===== src/rtl/zero_fill_unit_pkg.sv =====
// zero_fill_unit_pkg: width constants and registered-stage mode encodings
package zero_fill_unit_pkg;
  localparam int IN_W  = 16;
  localparam int OUT_W = 32;
  typedef enum logic [1:0] {
    ZF_LO = 2'b00,
    SEXT  = 2'b01,
    ZF_HI = 2'b10,
    RSVD  = 2'b11
  } zf_mode_e;
endpackage


===== src/rtl/zero_fill_unit_ext.sv =====
// zero_fill_ext: combinational mode-selected 16->32 extension
// Sign extension exists only when ZERO_FILL_SEXT_EN is defined; otherwise SEXT acts as ZF_LO.
module zero_fill_ext
  import zero_fill_unit_pkg::*;
(
  input  logic [IN_W-1:0]  i_in,
  input  logic [1:0]       i_mode,
  output logic [OUT_W-1:0] o_ext
);
  logic [OUT_W-1:0] w_lo;
  logic [OUT_W-1:0] w_hi;
  assign w_lo = {{(OUT_W-IN_W){1'b0}}, i_in};
  assign w_hi = {i_in, {(OUT_W-IN_W){1'b0}}};
`ifdef ZERO_FILL_SEXT_EN
  logic [OUT_W-1:0] w_sext;
  assign w_sext = {{(OUT_W-IN_W){i_in[IN_W-1]}}, i_in};
  assign o_ext  = i_mode == ZF_HI ? w_hi : i_mode == SEXT ? w_sext : w_lo;
`else
  assign o_ext  = i_mode == ZF_HI ? w_hi : w_lo;
`endif
endmodule


===== src/rtl/zero_fill_unit.sv =====
// zero_fill_unit: combinational zero-fill plus registered mode-selectable extension stage
// Optional sign-extend mode enabled by ZERO_FILL_SEXT_EN.
module zero_fill_unit #(
  parameter int IN_W  = zero_fill_unit_pkg::IN_W,
  parameter int OUT_W = zero_fill_unit_pkg::OUT_W
) (
  input  logic             clk,
  input  logic             rst,
  input  logic [IN_W-1:0]  In,
  input  logic             in_valid,
  input  logic [1:0]       mode,
  output logic [OUT_W-1:0] Out,
  output logic [OUT_W-1:0] out_r,
  output logic             out_valid,
  output logic [15:0]      ext_count
);
  import zero_fill_unit_pkg::*;
  logic [OUT_W-1:0] w_ext;
  logic [OUT_W-1:0] r_out;
  logic             r_valid;
  logic [15:0]      r_count;
  assign Out = {{(OUT_W-IN_W){1'b0}}, In};
  zero_fill_ext u_ext (
    .i_in  (In),
    .i_mode(mode),
    .o_ext (w_ext)
  );
  always_ff @(posedge clk) begin
    if (rst) begin
      r_out   <= '0;
      r_valid <= 1'b0;
      r_count <= '0;
    end else begin
      r_valid <= in_valid;
      if (in_valid) begin
        r_out   <= w_ext;
        r_count <= r_count + 16'd1;
      end
    end
  end
  assign out_r     = r_out;
  assign out_valid = r_valid;
  assign ext_count = r_count;
endmodule


===== config.mk =====
export PLATFORM = sky130hd
export DESIGN_NAME = zero_fill_unit
export DESIGN_NICKNAME = d
export VERILOG_FILES = /design/src/rtl/zero_fill_unit_pkg.sv /design/src/rtl/zero_fill_unit_ext.sv /design/src/rtl/zero_fill_unit.sv
export SDC_FILE = /design/constraint.sdc
export NUM_CORES = 1
export LEC_CHECK = 0
export ABC_AREA = 1
export CORE_MARGIN = 1.5
export CORE_UTILIZATION = 40
export CTS_BUF_LIST = sky130_fd_sc_hd__clkbuf_2 sky130_fd_sc_hd__clkbuf_4 sky130_fd_sc_hd__clkbuf_8
export CTS_CLUSTER_DIAMETER = 60
export DETAILED_ROUTE_END_ITERATION = 6
export PLACE_DENSITY = 0.82
export RECOVER_POWER = 50
export SETUP_SLACK_MARGIN = 0.15
export SLEW_MARGIN = 0
export SYNTH_ARGS = -nofsm -noshare
export SYNTH_HDL_FRONTEND = slang
export SYNTH_HIERARCHICAL = 1
export SYNTH_SLANG_ARGS = --single-unit
export TNS_END_PERCENT = 30

===== constraint.sdc =====
create_clock -name clk -period 2.28 [get_ports clk]
set_input_delay 0.228 -clock clk [delete_from_list [all_inputs] [get_ports clk]]
set_output_delay 0.228 -clock clk [all_outputs]
set_load 0.05 [all_outputs]

==> results by group <==
Worst setup path
  – Critical Path End Type: flip-flop
  – Worst reg2reg path startpoint: ext_count[0]
  – Crit path launch type: input pin
  – Worst-path fanout max: 19
  – Flop2flop setup slack: ~0.73 ns
  – Worst R2R Path Depth: 7
  – Worst path arrival time: 2.03 ns
  – Worst R2R End: ext_count[14]
  – CP Data Required Time: roughly 2.5 ns
  – Crit Path Class: in -> reg

Finish
  – Share of layout cells above drive strength 1: 0.0616
  – Final #Nets: 428
  – N_diodes: 0
  – Area growth from synthesis to layout: 30.9%

Logic synthesis
  – Main synth FF type: dfxtp_1
  – Ys async rst share: 0
  – Syn Area/Cell: roughly 7.2 µm²
  – Mapped Area: 2460 µm²
  – Post-synth EDFFs: 0
  – Sequential-to-total area share from yosys stat: 0.399
  – Top-count cell post-synth: nor2_1
  – Yosys Warn Count: 6
  – Synth top cells by count: nor2_1 (92), dfxtp_1 (49), o21ai_0 (35), buf_4 (34), inv_1 (27)
  – Top cell type's share of synthesized area: 0.399
  – Synth area leaders: dfxtp_1 (40%), nor2_1 (14%), buf_4 (10%)
  – Synth area leader: dfxtp_1
  – Post-synthesis cell count: 342
  – Post-synth cell types: 28
  – FF+latch count, synth: 49

Worst hold path
  – Worst Hold Endpoint: out_r[10]
  – Hold crit path type: reg -> reg
  – Min-Delay Path Depth: 2
  – HP Start: out_r[10]

Die
  – Core area: 5920 µm²
  – Initial Util: 0.415
  – DIE AREA: 6630 µm²
  – Die H: approximately 81 µm
  – DIE WIDTH: a little over 80 µm
  – Row Count: 28
  – Ports: about 100

Detailed routing
  – Via-to-Cell Ratio: about 4.8
  – First DRT Iteration DRCs: 90
  – Routed via count: ~2300
  – Residual DRC: 0
  – Antenna Nets Post-Route: 0
  – Detailed Route WL: ~5.6 mm
  – First-pass DRT Iterations: 5
  – Wire length per cell: roughly 12 µm

Timing
  – Max Transition Viols Final: 0
  – Final Critical Period: 1.80 ns
  – Setup_tns: 0 ns
  – Final setup fails: 0
  – Final Skew: 0.00928 ns
  – RSZ-0062 raised after global routing: false
  – Final Hold Viols: 0
  – Worst-margin pin slew: roughly 0.74 ns
  – Final Cycle Share: 0.790
  – Final WS setup: 0.479 ns
  – Slew margin rel.: 0.508
  – F_max: ~560 MHz

Power
  – Switching Fraction: 0.330
  – P_int: about 0.0014 W
  – Pwr Density: approximately 640 nW/µm²
  – Pleak: around 1.4 nW
  – P_sw: roughly 0.00068 W
  – Clock network power share: 0.291
  – Worst vdd ir: 399 µV
  – Comb pwr share: 0.261
  – Sequential share of power: 0.448

Clocking
  – Worst-path clk slew: ~0.090 ns
  – CTS Sinks: 49
  – CTS tree: built
  – Hold_buf cts: 0
  – Post CTS Setup Buffer Count: 0
  – Clock tree buffer depth: 2
  – Root Buffer: clkbuf_8
  – Clock Latency Late Sink: 0.30 ns
  – Num CTS Buffers: 5
  – H-tree levels: 2
  – # resized after CTS: 0

Placement
  – Pre-CTS WS: 0.522 ns
  – GPL Wtd Cong: 0.753
  – Post-DP HPWL: between 3 and 4 mm
  – Port bufs: 85

GRT
  – GR Util All Layers: 0.171
  – Remaining Overflow, GRT: 0
  – Global-route wire length before repair: ~8.9 mm
  – Vias in the first global route: slightly above 2000
  – Largest net degree at the start of global routing: 40
  – Initial antenna violation count: 0

Status
  – Status: finished clean

Flow run
  – # Max-Cap Violations: 0
[layer usage]
layer | vias up | GRT usage | part of all wire
met4 | 0 | 0.0569 | 0.0045
met1 | 1053 | 0.200 | 0.44
li1 | 1152 | - | -
met2 | 78 | 0.306 | 0.50
met3 | 2 | 0.0378 | 0.060
met5 | - | 0 | 0
[cells in the final DEF (no fill, tap or decap), types with 2 or more instances in the layout]
master / n
clkdlybuf4s50_1: 77
nand2_2: 2
nand3_1: 11
nor2_2: 9
nor2_1: 96
dlygate4sd3_1: 8
o21ai_0: 35
a21oi_1: 25
nand2_1: 26
nand4_1: 2
conb_1: 16
dfxtp_1: 49
clkbuf_8: 5
inv_1: 29
[worst max-delay path, cell delays in order]
cell and delay, ns:
clkdlybuf4s50_1 0.47, inv_1 0.47, clkbuf_1 0.63, nor2_1 0.09, nor2_1 0.14
[sequential cells by signal, indices dropped and copies added, names as in the netlist]
| name | count |
|---|---|
| ext_count | 16 |
| out_r | 32 |
| out_valid | 1 |
[worst max path at each step]
stage / start / end / slack [ns] / depth (start not counted)
floorplan: ext_count[0] / ext_count[12] / 0.69 / 6
global placement: In[7] / Out[7] / 0.52 / 2
detailed placement: In[7] / Out[7] / 0.52 / 2
CTS: ext_count[2] / ext_count[2] / 0.48 / 1
global route: in_valid / ext_count[1] / 0.32 / 5
finish: in_valid / out_r[4] / 0.48 / 5
[stage by stage]
step	cell area, µm²	utilization	instances	hold slack, ns	total power (W)
4_1_cts	3270	0.552	481	0.513	0.00207
5_1_grt	3220	0.544	481	0.534	0.00213
2_1_floorplan	2520	-	357	0.300	0.00135
3_5_place_dp	3160	0.534	474	0.485	0.00148
3_3_place_gp	3160	0.534	474	0.477	0.00147
6_report	3220	0.544	481	0.504	0.00205
[cell type report]
type	count	area, µm²
fill	592	2700
multi-input combinational	230	1040
clock inverter	2	35.0
sequential	49	981
clock buffer	5	68.8
tap	75	93.8
timing repair buffer	89	887
inverter	31	119
[logic make-up (layout without fill, tap and decap cells)]
group	after synthesis	count (layout)	synth area share
AOI/OAI and AO/OA	62	62	0.128
adders and majority gates	1	1	0.00509
buffers and inverters	78	127	0.187
and+or+nand+nor	149	149	0.272
xor gates and xnor gates	2	2	0.00712
DFF	49	49	0.399
other	1	16	0.00152
[power groups by stage]
stage | sequential, W | clock, W | combinational [W]
floorplan | 0.00107 | 0 | 0.000279
global placement | 0.000937 | 0 | 0.000537
detailed placement | 0.000938 | 0 | 0.000539
CTS | 0.000919 | 0.000610 | 0.000541
global route | 0.000924 | 0.000641 | 0.000568
finish | 0.000918 | 0.000597 | 0.000535
(Power assumes the default switching activity.)
